$ cat src/rtl/multdiv_pkg.sv
// Shared multiply/divide definitions: FSM states, Booth step selection, default width.
package multdiv_pkg;

  localparam int MULT_WIDTH_DEFAULT = 32;

  typedef enum logic [1:0] {
    ST_IDLE = 2'd0,
    ST_RUN  = 2'd1,
    ST_DONE = 2'd2
  } mult_state_e;

  typedef enum logic [1:0] {
    SEL_ZERO = 2'd0,
    SEL_ADD  = 2'd1,
    SEL_SUB  = 2'd2
  } booth_sel_e;

  // Radix-2 Booth recoding of the current multiplier bit pair {Q[0], q_-1}.
  function automatic booth_sel_e booth_select(input logic q0, input logic q_m1);
    booth_sel_e sel;
    case ({q0, q_m1})
      2'b01:   sel = SEL_ADD;
      2'b10:   sel = SEL_SUB;
      default: sel = SEL_ZERO;
    endcase
    return sel;
  endfunction

endpackage

$ cat src/rtl/cla_adder.sv
// WIDTH+1-bit adder with carry-in: 8-bit carry-lookahead groups chained by group
// generate/propagate, plus a single ripple stage for the extra top bit.
module cla_adder #(
  parameter int WIDTH = 32
) (
  input  logic [WIDTH:0] a,
  input  logic [WIDTH:0] b,
  input  logic           carry_in,
  output logic [WIDTH:0] sum
);

  localparam int GROUPS = WIDTH / 8;

  logic [GROUPS-1:0] grp_g;
  logic [GROUPS-1:0] grp_p;
  logic [GROUPS:0]   grp_c;

  // Group carries come only from group G/P so no group depends on another's internals.
  always_comb begin
    grp_c    = '0;
    grp_c[0] = carry_in;
    for (int j = 0; j < GROUPS; j++) begin
      grp_c[j+1] = grp_g[j] | (grp_p[j] & grp_c[j]);
    end
  end

  for (genvar gi = 0; gi < GROUPS; gi++) begin : g_grp
    logic [7:0] p;
    logic [7:0] g;
    logic [7:0] c;

    assign p = a[gi*8 +: 8] ^ b[gi*8 +: 8];
    assign g = a[gi*8 +: 8] & b[gi*8 +: 8];

    // Each carry is a flat sum-of-products over g/p and the group carry-in.
    always_comb begin
      logic term;
      logic any;
      c = '0;
      for (int i = 0; i < 8; i++) begin
        any  = grp_c[gi];
        for (int k = 0; k < i; k++) any = any & p[k];
        for (int j = 0; j < i; j++) begin
          term = g[j];
          for (int k = j + 1; k < i; k++) term = term & p[k];
          any = any | term;
        end
        c[i] = any;
      end
    end

    always_comb begin
      logic gg;
      logic term;
      gg = 1'b0;
      for (int j = 0; j < 8; j++) begin
        term = g[j];
        for (int k = j + 1; k < 8; k++) term = term & p[k];
        gg = gg | term;
      end
      grp_g[gi] = gg;
    end

    assign grp_p[gi]        = &p;
    assign sum[gi*8 +: 8]   = p ^ c;
  end

  assign sum[WIDTH] = a[WIDTH] ^ b[WIDTH] ^ grp_c[GROUPS];

endmodule

$ cat src/rtl/booth_multiplier.sv
// Sequential radix-2 Booth signed multiplier, one step per clock.
// Optional overflow flag built only when MULT_EXCEPTION_EN is defined.
//
// state   | meaning
// --------+--------------------------------------------------
// IDLE    | waiting for ctrl_MULT
// RUN     | one Booth step per cycle, WIDTH steps total
// DONE    | publish result/exception, pulse data_resultRDY
module booth_multiplier
  import multdiv_pkg::*;
#(
  parameter int WIDTH = MULT_WIDTH_DEFAULT
) (
  input  logic             clock,
  input  logic             reset,
  input  logic [WIDTH-1:0] data_operandA,
  input  logic [WIDTH-1:0] data_operandB,
  input  logic             ctrl_MULT,
  output logic [WIDTH-1:0] data_result,
  output logic             data_exception,
  output logic             data_resultRDY,
  output logic             busy
);

  localparam int                CNT_W     = $clog2(WIDTH + 1);
  localparam logic [CNT_W-1:0]  LAST_STEP = CNT_W'(WIDTH - 1);

  mult_state_e      state;
  booth_sel_e       sel;
  logic [WIDTH:0]   m;
  logic [WIDTH:0]   acc;
  logic [WIDTH:0]   addend;
  logic [WIDTH:0]   sum;
  logic [WIDTH-1:0] q;
  logic             q_m1;
  logic             carry_in;
  logic [CNT_W-1:0] count;

  always_comb begin
    sel      = booth_select(q[0], q_m1);
    addend   = '0;
    carry_in = 1'b0;
    case (sel)
      SEL_ADD: addend = m;
      SEL_SUB: begin
        addend   = ~m;
        carry_in = 1'b1;
      end
      default: addend = '0;
    endcase
  end

  cla_adder #(.WIDTH(WIDTH)) u_acc_adder (
    .a        (acc),
    .b        (addend),
    .carry_in (carry_in),
    .sum      (sum)
  );

  // A strobe is accepted in every state; in DONE the result is still published first.
  always_ff @(posedge clock) begin
    if (reset) begin
      state          <= ST_IDLE;
      m              <= '0;
      acc            <= '0;
      q              <= '0;
      q_m1           <= 1'b0;
      count          <= '0;
      data_result    <= '0;
      data_resultRDY <= 1'b0;
      busy           <= 1'b0;
    end else begin
      data_resultRDY <= 1'b0;
      if (state == ST_DONE) begin
        data_result    <= q;
        data_resultRDY <= 1'b1;
      end
      if (ctrl_MULT) begin
        m     <= {data_operandA[WIDTH-1], data_operandA};
        acc   <= '0;
        q     <= data_operandB;
        q_m1  <= 1'b0;
        count <= '0;
        state <= ST_RUN;
        busy  <= 1'b1;
      end else begin
        case (state)
          ST_RUN: begin
            acc   <= {sum[WIDTH], sum[WIDTH:1]};
            q     <= {sum[0], q[WIDTH-1:1]};
            q_m1  <= q[0];
            count <= count + CNT_W'(1);
            if (count == LAST_STEP) begin
              state <= ST_DONE;
              busy  <= 1'b0;
            end
          end
          ST_DONE: state <= ST_IDLE;
          default: state <= ST_IDLE;
        endcase
      end
    end
  end

`ifdef MULT_EXCEPTION_EN
  logic [WIDTH:0] upper;
  logic           overflow;

  assign upper    = {acc[WIDTH-1:0], q[WIDTH-1]};
  assign overflow = ~((&upper) | ~(|upper));

  always_ff @(posedge clock) begin
    if (reset) begin
      data_exception <= 1'b0;
    end else if (state == ST_DONE) begin
      data_exception <= overflow;
    end
  end
`else
  assign data_exception = 1'b0;
`endif

endmodule

$ cat config.mk
export PLATFORM = sky130hd
export DESIGN_NAME = booth_multiplier
export DESIGN_NICKNAME = d
export VERILOG_FILES = /design/src/rtl/multdiv_pkg.sv /design/src/rtl/cla_adder.sv /design/src/rtl/booth_multiplier.sv
export SDC_FILE = /design/constraint.sdc
export NUM_CORES = 1
export LEC_CHECK = 0
export CAP_MARGIN = 20
export CORE_MARGIN = 1.5
export CORE_UTILIZATION = 55
export CTS_CLUSTER_SIZE = 20
export DETAILED_ROUTE_END_ITERATION = 8
export GPL_TIMING_DRIVEN = 0
export PLACE_DENSITY = 0.9
export SETUP_SLACK_MARGIN = 0.3
export SYNTH_ARGS = -nofsm -noshare
export SYNTH_HDL_FRONTEND = slang
export SYNTH_SLANG_ARGS = --single-unit
$ cat constraint.sdc
create_clock -name clock -period 8.7 [get_ports clock]
set_input_delay 2.61 -clock clock [delete_from_list [all_inputs] [get_ports clock]]
set_output_delay 2.61 -clock clock [all_outputs]
set_load 0.02 [all_outputs]
**Yosys cells after proc, flatten, opt, wreduce, memory -nomap -nowiden**

Index checks and enable logic that the tools add are counted.

- Word-level logic and storage cells: 344
- Input bits: 67
- Register bits after elaboration: 139
- Output and inout bits: 35

- Bitwise logic cells: 304
- Reductions and logical operators: 9
- Equal/unequal tests: 8
- Add/sub/neg operators: 1
- Multiplexer cells: 12

Operator list:

| cell | count |
|---|---|
| 1-bit AND | 144 |
| 1-bit OR | 144 |
| 33-bit case mux with 2 select lines | 1 |
| 32-bit 2-to-1 mux | 2 |
| 8-bit bitwise XOR | 8 |
| 33-bit inverter | 1 |
| 8-bit AND | 4 |
| 8-bit AND reduction | 4 |
| 1-bit 2-to-1 mux | 8 |
| 6-bit by 1-bit adder with 6-bit output, second input constant | 1 |
| 2-bit by 1-bit == test with 1-bit output, second input constant | 3 |
| 2-bit == test, second input constant | 3 |
| 6-bit by 5-bit == test with 1-bit output, second input constant | 1 |
| 2-bit case mux with 2 select lines | 1 |
| 2-bit nonzero test | 2 |
| 3-bit != test, second input constant | 1 |
| 3-bit OR reduction | 1 |
| 2-bit AND reduction | 1 |
| 2-bit OR reduction | 1 |
| 1-bit bitwise XOR | 2 |
| 1-bit inverter | 1 |

**Depth between registers and ports, before layout**

Gate-level depths: netlist of run 1.

- Depth after elaboration: 39
- Depth in mapped cells: 19
- Depth with buffers taken out: 17

**By module**

A second synthesis of run 1 with hierarchy kept.

- Cells, all modules: 867
- Area total of the unflattened synthesis: 6879.1 µm²

By module, submodules not included:

| module | instances | cells an instance | area each (µm²) | seq. area each (µm²) |
|---|---|---|---|---|
| booth_multiplier | 1 | 688 | 5476.5 | 2782.7 |
| cla_adder | 1 | 179 | 1402.6 | 0.0 |

**Least setup slack after synthesis of run 1**

OpenSTA, ideal clock, no wires.

- Path type: register -> register
- Start point: register q_m1
- End point: register acc[29]
- Path buffers: 2
- Data arrival time: 3.561 ns
- Required time: 8.583 ns
- Stages on the path, launching flop included: 20
- Clock period less this slack: 3.677 ns
- Setup slack: 5.023 ns
- Library setup time: 0.117 ns
- Cells stage by stage: dfxtp_1 and2b_2 clkbuf_1 clkbuf_1 nand2_1 o21ai_0 ha_1 o21a_1 nor2_1 nor2_4 a31oi_1 o21a_1 o41ai_2 ha_1 o21a_1 nor2_1 o21ai_0 a41o_1 a21oi_1 a22o_1

- Longest elaborated chain between the ends: 37
- Elaborated cells between the ends (all ways): 157
- Those cells by class: 4 x eq/ne; 3 x mux; 147 x bitwise; 3 x reduce/logical

RTL lines:

| what | line | RTL |
|---|---|---|
| start, declared | booth_multiplier.sv:35 | `logic q_m1;` |
| start signal, assigned | booth_multiplier.sv:91 | `q_m1 <= q[0];` |
| 2-bit == test or 2-bit by 1-bit == test with 1-bit output (tied branches) | multdiv_pkg.sv:21 | `case ({q0, q_m1})` |
| 2-bit case mux with 2 select lines * | multdiv_pkg.sv:21 |  |
| 2-bit == test or 2-bit by 1-bit == test with 1-bit output (tied branches) | booth_multiplier.sv:43 | `case (sel)` |
| 33-bit case mux with 2 select lines | booth_multiplier.sv:43 |  |
| 8-bit AND or 8-bit bitwise XOR (tied branches) | cla_adder.sv:33, cla_adder.sv:32 |  |
| 1-bit AND (7 in a row) | cla_adder.sv:58 | `for (int k = j + 1; k < 8; k++) term = term & p[k];` |
| 1-bit OR (7 in a row) | cla_adder.sv:59 | `gg = gg \| term;` |
| 1-bit OR | cla_adder.sv:23 | `grp_c[j+1] = grp_g[j] \| (grp_p[j] & grp_c[j]);` |
| 1-bit AND | cla_adder.sv:23 |  |
| 1-bit OR | cla_adder.sv:23 |  |
| 1-bit AND | cla_adder.sv:23 |  |
| 1-bit OR | cla_adder.sv:23 |  |
| 1-bit AND (6 in a row) | cla_adder.sv:42 | `for (int k = 0; k < i; k++) any = any & p[k];` |
| 1-bit OR (6 in a row) | cla_adder.sv:46 | `any = any \| term;` |
| 8-bit bitwise XOR * | cla_adder.sv:65 | `assign sum[gi*8 +: 8] = p ^ c;` |
| end signal, assigned | booth_multiplier.sv:89 | `acc <= {sum[WIDTH], sum[WIDTH:1]};` |
| end, declared | booth_multiplier.sv:31 | `logic [WIDTH:0] acc;` |

Every way passes the cells marked *; elsewhere a longest branch is shown, timed or not.
A chain may end at the register's enable or synchronous reset.

**Final worst setup path of run 1**

- Start point: register q[0]
- End point: register acc[29]

- Longest elaborated chain between the ends: 37
- Elaborated cells between the ends (all ways): 157
- Those cells by class: 4 x eq/ne; 3 x mux; 147 x bitwise; 3 x reduce/logical

RTL lines:

| what | line | RTL |
|---|---|---|
| start, declared | booth_multiplier.sv:34 | `logic [WIDTH-1:0] q;` |
| start signal, assigned | booth_multiplier.sv:81 | `q <= data_operandB;` |
| start signal, assigned | booth_multiplier.sv:90 | `q <= {sum[0], q[WIDTH-1:1]};` |
| 2-bit == test or 2-bit by 1-bit == test with 1-bit output (tied branches) | multdiv_pkg.sv:21 |  |
| 2-bit case mux with 2 select lines * | multdiv_pkg.sv:21 |  |
| 2-bit == test or 2-bit by 1-bit == test with 1-bit output (tied branches) | booth_multiplier.sv:43 |  |
| 33-bit case mux with 2 select lines | booth_multiplier.sv:43 |  |
| 8-bit AND or 8-bit bitwise XOR (tied branches) | cla_adder.sv:33, cla_adder.sv:32 |  |
| 1-bit AND (7 in a row) | cla_adder.sv:58 |  |
| 1-bit OR (7 in a row) | cla_adder.sv:59 |  |
| 1-bit OR | cla_adder.sv:23 |  |
| 1-bit AND | cla_adder.sv:23 |  |
| 1-bit OR | cla_adder.sv:23 |  |
| 1-bit AND | cla_adder.sv:23 |  |
| 1-bit OR | cla_adder.sv:23 |  |
| 1-bit AND (6 in a row) | cla_adder.sv:42 |  |
| 1-bit OR (6 in a row) | cla_adder.sv:46 |  |
| 8-bit bitwise XOR * | cla_adder.sv:65 |  |

Marked as above.

==> results of run 1 <==
logic make-up (layout without fill, tap and decap cells):
group	count (synthesis)	after routing	share of synthesized area
AOI/OAI and AO/OA	227	227	0.1935
xor gates and xnor gates	22	22	0.02822
adders and majority gates	39	39	0.07475
buffers and inverters	70	202	0.03976
DFF	139	139	0.4075
muxes	32	32	0.04690
other	1	1	0.0005491
and+or+nand+nor	348	348	0.2089
worst register-to-register path, stage by stage (launching register included):
cell      delay [ns]
dfxtp_1         0.43
and2b_2         0.24
clkbuf_1        0.15
clkbuf_1        0.29
nand2_1         0.16
o21ai_0         0.11
ha_1            0.37
nand4_1         0.14
nor2_1          0.19
a221o_1         0.17
a31oi_1         0.06
o21a_1          0.18
o41ai_2         0.53
ha_1            0.23
o21a_1          0.14
nor2_1          0.04
o21ai_0         0.47
a41o_1          0.33
a21oi_1         0.06
a22o_1          0.19
cells in the mapped netlist, drive strengths merged, types with 4 or more instances:
| cell | instances |
|---|---|
| a21oi | 132 |
| nand3 | 7 |
| xnor2 | 14 |
| inv | 14 |
| nor2 | 90 |
| a31oi | 4 |
| clkbuf | 44 |
| o21a | 7 |
| nand4 | 6 |
| mux2i | 32 |
| nor3 | 4 |
| o211ai | 4 |
| o21ai | 43 |
| buf | 12 |
| xor2 | 8 |
| nand2 | 215 |
| nand2b | 5 |
| nor4 | 4 |
| a211oi | 7 |
| dfxtp | 139 |
| ha | 36 |
report_power, final:
group          total [W]  switching, W  internal (W)
clock           0.000687      0.000291      0.000396
combinational   0.000162     0.0000901     0.0000714
sequential      0.000675     0.0000167      0.000658
total            0.00152      0.000398       0.00113
area by class of cell:
cell class / count / share of cell area
clock buffers: 21 / 0.05582
flip-flops and latches: 139 / 0.3233
well taps: 168 / 0.02442
inverters: 14 / 0.006106
clock inverters: 11 / 0.01003
multi-input cells: 669 / 0.4386
plain buffers: 56 / 0.02544
repair buffers: 100 / 0.1163
metrics by stage:
stage          utilization  setup WS (ns)
2_1_floorplan            -          5.023
3_3_place_gp        0.6666          3.998
3_5_place_dp        0.6666          3.970
4_1_cts             0.7136          4.140
5_1_grt             0.7136          3.824
6_report            0.7136          4.107
registers in the layout, summed over array words and instances (netlist names):
register        flops
acc                32
data_result        32
m                  32
q                  32
count               6
state               2
busy                1
data_resultRDY      1
q_m1                1
worst max-delay path by stage:
| stage | from | to | slack [ns] | depth (start not counted) |
|---|---|---|---|---|
| floorplan | q_m1 | acc[29] | 5.02 | 19 |
| global placement | ctrl_MULT | q[19] | 4.00 | 6 |
| detailed placement | ctrl_MULT | q[23] | 3.97 | 6 |
| CTS | q[0] | acc[29] | 4.14 | 19 |
| global route | q[0] | acc[29] | 3.82 | 19 |
| finish | q[0] | acc[29] | 4.11 | 19 |
per-layer routing:
layer / wire length, µm / up-vias / GRT usage
met4: 413 / 0 / 0.1225
met3: 1381 / 45 / 0.06670
li1: - / 3227 / -
met2: 8622 / 305 / 0.4794
met1: 7447 / 3142 / 0.3483
met5: 0 / - / 0
layout by cell type, fill, tap and decap left out, types with 3 or more instances in the layout:
cell / count
o211ai_1: 4
o21ai_0: 43
nand2b_1: 5
nor2_1: 89
o221ai_1: 3
nor3_1: 4
nor4_1: 4
a211o_1: 3
a211oi_1: 7
and2_1: 3
a31oi_1: 4
xor2_1: 8
clkdlybuf4s50_1: 100
clkbuf_8: 4
nand2_1: 215
buf_2: 4
mux2i_1: 32
a22o_1: 3
nand3_1: 7
ha_1: 36
clkinv_4: 3
o31ai_1: 3
nand4_1: 6
dfxtp_1: 139
o21a_1: 7
or3_1: 3
xnor2_1: 14
clkbuf_1: 44
a32o_1: 3
inv_1: 14
clkinvlp_4: 5
fa_1: 3
a21oi_1: 132
buf_1: 7
clkbuf_16: 17
==> out/results.ini, run 1 <==
[floorplan]
rows = 40
initial_utilization = 0.5662
core_mm2 = 0.01206
die_h_um = 114.4
die_w_um = 114.4
ios = 102
dieArea_mm2 = 0.01309

[clock_network]
h-tree-depth = 4
clk_pin_slew_ns = 0.07
cts_hold_buf = 0
cts-resized-gates = 0
clock_latency_ns = 0.44
cts_buffer_depth = 2
cts_setup_buffers = 0
cts_num_sinks = 139
numCtsBuffers = 17
cts-root-buf = clkbuf_16
cts_tree = done

[synthesis]
synth_edf_count = 0
synth_largest_type_area_fraction = 0.4075
synth_warnings = 0
yosys-top-cells-area = dfxtp_1, nand2_1, a21oi_1, ha_1, nor2_1
synthCells = 878
synth_nets = 984
syn_area_per_cell_um2 = 7.778
async_flop_share = 0
synth_area_leader_cell = dfxtp_1
yosys_most_used_dff = dfxtp_1
syn_area_mm2 = 0.006829
ys_seq_area_frac = 0.4075
ys_ff_latch = 139
synth_cell_types = 56

[setup_path]
r2r_slack_ns = 4.11
reg2reg_to = acc[29]
r2r_cells = 19
cp-end-kind = register
critPathKind = register to register
cp_cell_sequence = and2b_2 -> clkbuf_1 -> clkbuf_1 -> nand2_1 -> o21ai_0 -> ha_1 -> nand4_1 -> nor2_1 -> a221o_1 -> a31oi_1 -> o21a_1 -> o41ai_2 -> ha_1 -> o21a_1 -> nor2_1 -> o21ai_0 -> a41o_1 -> a21oi_1 -> a22o_1
cpMaxStageDelayCell = o41ai_2
slowest_delay_ns = 0.53
cp.arrival_ns = 4.92
start_kind = register
r2r-start = q[0]
critical_path.top_delay_family = compound AO/OA/AOI/OAI gates
worstPathRequired_ns = 9.03
crit_path_max_fanout = 10
critPathBufInv = 2

[cells_and_area]
stdcell_area_mm2 = 0.008607
final_layout_size_suffix_gt1_frac = 0.04554
final_nets = 1103
fillers = 893
register_area_mm2 = 0.002783
synthToLayoutAreaGrowth_pct = 26.04
multi_input_area_mm2 = 0.003775
antenna_cells = 0
instances_no_fill = 1178

[placement]
port_buffers = 100
dpl_cell_area_mm2 = 0.008040
gp_congestion = 0.9145
dpl.hpwl_mm = 12.36
placed_cells = 1146

[routing]
avgViaCountPerCell = 5.704
wl_per_cell_um = 15.17
drtAntennaViolNets = 0
num_vias = 6719
remaining_drc_errors = 0
routed_wl_mm = 17.87
dr.pass1.iters = 8
drtIter0Drc = 654

[timing]
layout_worst_path_cycle_share = 0.5279
grt_setup_unrepaired = false
setup_tns_ns = 0
max_freq_mhz = 217.7
min_period_ns = 4.593
max-slew-margin-rel = 0.5442
slew_viol_final = 0
hold_violations = 0
hold-worst-slack_ns = 0.4530
worst_pin_slew_ns = 0.6838
finalSetupViolCount = 0
skew_ns = 0.01057

[power]
vdd_ir_drop_max_uv = 108.6
leakage_nw = 3.305
totalPowerFinal_w = 0.001523
powerDensity_mw_per_mm2 = 177.0

[run]
cap_violations = 0

[min_path]
min_path_type = register to register
holdPathEnd = data_result[3]
holdPathStages = 2
hold_path.startpoint = data_result[3]

[global_routing]
antenna_found_initial = 0
grt_pass1_vias = 6329
grt.total_usage = 0.2845
grt_max_degree = 17
overflow = 0
grt_pass1_wl_mm = 29.37

[outcome]
status = finished, final reports clean

No activity file was read; power rests on OpenSTA's default activity.
==> run 2: changes to the inputs <==
--- a/config.mk
+++ b/config.mk
@@ -7,11 +7,11 @@
 export LEC_CHECK = 0
 export CAP_MARGIN = 20
 export CORE_MARGIN = 1.5
-export CORE_UTILIZATION = 55
+export CORE_UTILIZATION = 49
 export CTS_CLUSTER_SIZE = 20
 export DETAILED_ROUTE_END_ITERATION = 8
 export GPL_TIMING_DRIVEN = 0
-export PLACE_DENSITY = 0.9
+export PLACE_DENSITY = 0.85
 export SETUP_SLACK_MARGIN = 0.3
 export SYNTH_ARGS = -nofsm -noshare
 export SYNTH_HDL_FRONTEND = slang
==> constraint.sdc (replaced) <==
create_clock -name clock -period 4 [get_ports clock]
set_input_delay 1.2 -clock clock [delete_from_list [all_inputs] [get_ports clock]]
set_output_delay 1.2 -clock clock [all_outputs]
set_load 0.02 [all_outputs]
==> out/results.ini, run 2 (same netlist as run 1, synthesis figures left out) <==
[cells_and_area]
synthToLayoutAreaGrowth_pct = 34.79
final_nets = 1138  ; +3.2%
layout_common_cells = nand2_1, dfxtp_1, a21oi_1, clkdlybuf4s50_1, nor2_1
finish.utilization = 0.6869  ; -0.02666
antenna_cells = 0  ; unchanged
final_layout_size_suffix_gt1_frac = 0.1225  ; +0.07694
layout_commonest_cell = nand2_1
instances_no_fill = 1221  ; +3.7%

[setup_path]
start_kind = register
reg2reg_to = acc[21]
crit_path_max_fanout = 5  ; -5
cp-startpoint = q[0]
cp-end-kind = register
r2r_slack_ns = 0.17  ; -3.94 ns
r2r-start = q[0]
critical_path.top_delay_family = compound AO/OA/AOI/OAI gates
worstPathRequired_ns = 4.32  ; -4.71 ns
crit_end = acc[21]
slowest_delay_ns = 0.38  ; -0.15 ns
crit_cells = 19  ; unchanged
critPathKind = register to register
critPathBufInv = 3  ; +1
r2r_cells = 19  ; unchanged
cp_cell_sequence = and2b_2 -> buf_8 -> buf_8 -> nand2_1 -> o21ai_1 -> ha_1 -> nand4_1 -> nor2_2 -> a221o_1 -> a31oi_4 -> o21a_4 -> inv_1 -> ha_2 -> o21a_1 -> o211ai_1 -> nand2_2 -> a31oi_2 -> nand2_1 -> a32o_1
cpMaxStageDelayCell = a221o_1
cp.arrival_ns = 4.15  ; -0.77 ns

[floorplan]
initial_utilization = 0.5096  ; -0.05657
die_w_um = 121.1  ; +5.8%
rows = 42  ; +5.0%
ios = 102  ; unchanged
core_mm2 = 0.01340  ; +11%
die_h_um = 121.1  ; +5.8%
dieArea_mm2 = 0.01465  ; +12%

[timing]
hold_violations = 0  ; unchanged
max_freq_mhz = 261.1  ; +20%
max-slew-margin-rel = 0.5173  ; -0.02690
layout_worst_path_cycle_share = 0.9573  ; +0.4294
min_period_ns = 3.829  ; -0.7638 ns
worst_slack_ns = 0.1707  ; -3.936 ns
worst_pin_slew_ns = 0.7241  ; +0.04035 ns
slew_viol_final = 0  ; unchanged
hold-worst-slack_ns = 0.4536  ; +0.0006140 ns
skew_ns = 0.01242  ; +0.001852 ns
finalSetupViolCount = 0  ; unchanged
grt_setup_unrepaired = true

[power]
vdd_ir_drop_max_uv = 387.4  ; +260%
leakage_nw = 3.608  ; +9.2%
p_switching_w = 0.0009211  ; +130%
pwr-share-comb = 0.113  ; +0.007
p_sw_frac = 0.2599  ; -0.001178
clkPwrFrac = 0.473  ; +0.022
power.internal_w = 0.002623  ; +130%
seq_power_share = 0.415  ; -0.028
powerDensity_mw_per_mm2 = 385.0  ; +120%

[global_routing]
grt_pass1_wl_mm = 30.60  ; +4.2%
grt_pass1_vias = 6377  ; +0.76%
overflow = 0  ; unchanged
grt.total_usage = 0.2649  ; -0.01961
grt_max_degree = 17  ; unchanged
antenna_found_initial = 0  ; unchanged

[routing]
num_vias = 7026  ; +4.6%
drtIter0Drc = 715  ; +9.3%
routed_wl_mm = 20.36  ; +14%
avgViaCountPerCell = 5.754  ; +0.89%
dr.pass1.iters = 5  ; -3
wl_per_cell_um = 16.68  ; +10%
drtAntennaViolNets = 0  ; unchanged
remaining_drc_errors = 0  ; unchanged

[min_path]
min_path_type = register to register

[placement]
gp_congestion = 0.9192  ; +0.51%
port_buffers = 100  ; unchanged
placed_cells = 1154  ; +0.70%
dpl.hpwl_mm = 12.48  ; +0.94%
dp_slack_ns = -0.3562  ; -4.326 ns

[run]
cap_violations = 0  ; unchanged

[clock_network]
clk_pin_slew_ns = 0.07  ; about the same
clock_latency_ns = 0.44  ; about the same
numCtsBuffers = 17  ; unchanged
cts_num_sinks = 139  ; unchanged
cts_hold_buf = 0  ; unchanged
cts_buffer_depth = 2  ; unchanged
cts_tree = done
h-tree-depth = 4  ; unchanged
cts-root-buf = clkbuf_16

[outcome]
status = finished, final reports clean

-- run 2: cell types whose count changed in the layout (fill, tap and decap cells not counted), sizes merged --
cell / previous run / this run
inv: 16 / 19
clkinvlp: 5 / 0
bufinv: 0 / 3
buf: 12 / 52
clkbuf: 65 / 57
clkinv: 4 / 6
-- run 2: worst min-delay path: stages, from the launching register on --
cell and delay, ns:
dfxtp_1 0.31, nand2_1 0.05, a21oi_1 0.05
-- run 2: worst min-delay path by stage --
| stage | startpoint | endpoint | cells past startpoint |
|---|---|---|---|
| 2_1_floorplan | acc[4] | acc[4] | 2 |
| 3_3_place_gp | data_result[1] | data_result[1] | 2 |
| 3_5_place_dp | data_result[28] | data_result[28] | 2 |
| 4_1_cts | data_result[28] | data_result[28] | 2 |
| 5_1_grt | data_result[0] | data_result[0] | 2 |
| 6_report | data_result[27] | data_result[27] | 2 |
-- run 2: repair_timing --
item                       4_1_cts  5_1_grt
resized for setup               38       47
setup endpoints to repair       20       13
gates cloned                     1        0
setup buffers                   17       17
pin swaps                       22       44
-- run 2: area by class of cell --
cell class              count  area, µm²
fillers                   969       4195
clock inverters            14      185.2
inverters                  14      52.55
multi-input cells         669       3981
flip-flops and latches    139       2788
well taps                 176      220.2
repair buffers            135       1267
clock buffers              18      439.2
plain buffers              56      271.5
-- run 2: metal layers --
| layer | part of all wire | vias to the layer above | GRT usage |
|---|---|---|---|
| li1 | - | 3307 | - |
| met1 | 0.41 | 3300 | 0.3292 |
| met2 | 0.47 | 331 | 0.4261 |
| met3 | 0.076 | 88 | 0.07002 |
| met4 | 0.047 | 0 | 0.1294 |
| met5 | 0 | - | 0 |
-- run 2: per-stage QoR --
step	instance area (µm²)	setup TNS, ns	total power (W)
final	9205	0	0.003544
after global routing	9205	0	0.003646
after CTS	8922	0	0.003499
after detailed placement	8050	-2.145	0.001838
after global placement	8050	-1.520	0.001831
after floorplan	6829	0	0.001700
-- run 2: power groups by stage --
| stage | sequential (W) | clock, W | combinational, W |
|---|---|---|---|
| finish | 0.00147 | 0.00168 | 0.000399 |
| global route | 0.00147 | 0.00174 | 0.000429 |
| CTS | 0.00147 | 0.00167 | 0.000361 |
| detailed placement | 0.00150 | 0 | 0.000343 |
| global placement | 0.00149 | 0 | 0.000337 |
| floorplan | 0.00149 | 0 | 0.000213 |
==> run 3: changes to the inputs <==
--- a/config.mk
+++ b/config.mk
@@ -7,11 +7,11 @@
 export LEC_CHECK = 0
 export CAP_MARGIN = 20
 export CORE_MARGIN = 1.5
-export CORE_UTILIZATION = 49
+export CORE_UTILIZATION = 55
 export CTS_CLUSTER_SIZE = 20
 export DETAILED_ROUTE_END_ITERATION = 8
 export GPL_TIMING_DRIVEN = 0
-export PLACE_DENSITY = 0.85
+export PLACE_DENSITY = 0.9
 export SETUP_SLACK_MARGIN = 0.3
 export SYNTH_ARGS = -nofsm -noshare
 export SYNTH_HDL_FRONTEND = slang
==> constraint.sdc (replaced) <==
create_clock -name clock -period 4.6 [get_ports clock]
set_input_delay 1.38 -clock clock [delete_from_list [all_inputs] [get_ports clock]]
set_output_delay 1.38 -clock clock [all_outputs]
set_load 0.02 [all_outputs]
==> out/results.ini, run 3 (same netlist as run 1, synthesis figures left out) <==
[setup_path]
critPathBufInv = 3  ; unchanged
slowest_delay_ns = 0.42  ; +0.04 ns
start_kind = register
reg2reg_to = acc[20]
r2r_cells = 18  ; -1
r2r-start = q_m1
worstPathRequired_ns = 4.92  ; +0.60 ns
cp_cell_sequence = and2b_2 -> clkbuf_1 -> clkbuf_4 -> nand2_1 -> o21ai_0 -> ha_1 -> a21oi_1 -> o21bai_1 -> a211o_1 -> a31oi_2 -> o21a_2 -> inv_1 -> ha_1 -> o21a_1 -> o211ai_1 -> nand2_1 -> a211o_1 -> a32o_1
cpMaxStageDelayCell = dfxtp_1
r2r_slack_ns = 0.50  ; +0.33 ns
critical_path.top_delay_family = compound AO/OA/AOI/OAI gates
cp-end-kind = register
cp.arrival_ns = 4.42  ; +0.27 ns
crit_path_max_fanout = 10  ; +5
critPathKind = register to register

[floorplan]
die_w_um = 114.4  ; -5.5%
initial_utilization = 0.5662  ; +0.05657
dieArea_mm2 = 0.01309  ; -11%
core_mm2 = 0.01206  ; -10%
ios = 102  ; unchanged
rows = 40  ; -4.8%
die_h_um = 114.4  ; -5.5%

[power]
vdd_ir_drop_max_uv = 202.3  ; -48%
leakage_nw = 3.355  ; -7.0%
powerDensity_mw_per_mm2 = 332.4  ; -14%
totalPowerFinal_w = 0.002879  ; -19%

[routing]
routed_wl_mm = 17.96  ; -12%
avgViaCountPerCell = 5.713  ; -0.72%
drtAntennaViolNets = 0  ; unchanged
drtIter0Drc = 621  ; -13%
wl_per_cell_um = 15.25  ; -8.6%
num_vias = 6730  ; -4.2%
remaining_drc_errors = 0  ; unchanged
dr.pass1.iters = 5  ; unchanged

[placement]
port_buffers = 100  ; unchanged
dpl.hpwl_mm = 12.36  ; -0.93%
dp_slack_ns = 0.1456  ; +0.5019 ns
gp_congestion = 0.9145  ; -0.51%

[cells_and_area]
final_nets = 1103  ; -3.1%
synthToLayoutAreaGrowth_pct = 26.84
antenna_cells = 0  ; unchanged
final_layout_size_suffix_gt1_frac = 0.05743  ; -0.06506
layout_common_cells = nand2_1, dfxtp_1, a21oi_1, clkdlybuf4s50_1, nor2_1
layout_commonest_cell = nand2_1

[timing]
worst_pin_slew_ns = 0.6950  ; -0.02914 ns
hold-worst-slack_ns = 0.4528  ; -0.0008340 ns
min_period_ns = 4.100  ; +0.2703 ns
slew_viol_final = 0  ; unchanged
layout_worst_path_cycle_share = 0.8912  ; -0.06611
max-slew-margin-rel = 0.5367  ; +0.01943
finalSetupViolCount = 0  ; unchanged
worst_slack_ns = 0.5004  ; +0.3297 ns
grt_setup_unrepaired = false
max_freq_mhz = 243.9  ; -6.6%
setup_tns_ns = 0  ; unchanged
hold_violations = 0  ; unchanged
skew_ns = 0.01141  ; -0.001011 ns

[clock_network]
clk_pin_slew_ns = 0.06  ; about the same
cts_buffer_depth = 2  ; unchanged
clock_latency_ns = 0.44  ; about the same
cts_setup_buffers = 0  ; -17
numCtsBuffers = 17  ; unchanged
cts_hold_buf = 0  ; unchanged
h-tree-depth = 4  ; unchanged
cts_num_sinks = 139  ; unchanged
cts-root-buf = clkbuf_16
cts_tree = done

[min_path]
holdPathEnd = data_result[26]
hold_path.startpoint = data_result[26]
holdPathStages = 2  ; unchanged
min_path_type = register to register

[global_routing]
grt_pass1_vias = 6345  ; -0.50%
grt_pass1_wl_mm = 29.35  ; -4.1%
overflow = 0  ; unchanged
grt.total_usage = 0.2844  ; +0.01950
grt_max_degree = 17  ; unchanged
antenna_found_initial = 0  ; unchanged

[outcome]
status = finished, final reports clean

[run]
cap_violations = 0  ; unchanged

[run 3: layer usage]
metal	wire length (µm)	part of all wire	vias to the layer above	track usage
li1	-	-	3236	-
met1	7406	0.41	3129	0.3473
met2	8630	0.48	316	0.4778
met3	1446	0.081	49	0.06670
met4	476	0.027	0	0.1275
met5	0	0	-	0
[run 3: through the flow]
step / cell area, µm² / cells / util
2_1_floorplan: 6829 / 878 / -
3_3_place_gp: 8040 / 1146 / 0.6666
3_5_place_dp: 8040 / 1146 / 0.6666
4_1_cts: 8620 / 1178 / 0.7146
5_1_grt: 8662 / 1178 / 0.7182
6_report: 8662 / 1178 / 0.7182
[run 3: worst register-to-register path, stage by stage, from the launching register on]
cell and delay, ns:
dfxtp_1 0.42, and2b_2 0.17, clkbuf_1 0.21, clkbuf_4 0.28, nand2_1 0.08, o21ai_0 0.10
ha_1 0.31, a21oi_1 0.18, o21bai_1 0.08, a211o_1 0.31, a31oi_2 0.24, o21a_2 0.22
inv_1 0.06, ha_1 0.17, o21a_1 0.20, o211ai_1 0.18, nand2_1 0.18, a211o_1 0.33
a32o_1 0.26
[run 3: cell type report]
cell class                      count  area [µm²]
Timing Repair Buffer              100        1001
Tap cell                          168       210.2
Multi-Input combinational cell    669        3817
Clock buffer                       21       480.5
Sequential cell                   139        2784
Fill cell                         879        3400
Inverter                           14       52.55
Buffer                             56       230.2
Clock inverter                     11       86.33
[run 3: report_power, final]
part           internal [W]  switching (W)
logic              0.000136       0.000172
clock network      0.000749       0.000545
registers           0.00125      0.0000318
total               0.00213       0.000749
[run 3: worst max path at each step]
stage | startpoint | to | slack [ns] | depth (start not counted)
after floorplan | q_m1 | acc[29] | 0.92 | 19
after global routing | q_m1 | acc[21] | 0.31 | 19
after global placement | q[0] | acc[29] | 0.22 | 19
after detailed placement | q[0] | acc[29] | 0.15 | 19
final | q_m1 | acc[20] | 0.50 | 18
after CTS | q[0] | acc[20] | 0.30 | 17
[run 3: what timing repair did]
item,in CTS,in global routing
gates resized for setup,3,22
setup endpoints to repair,5,13
pin swaps,0,1
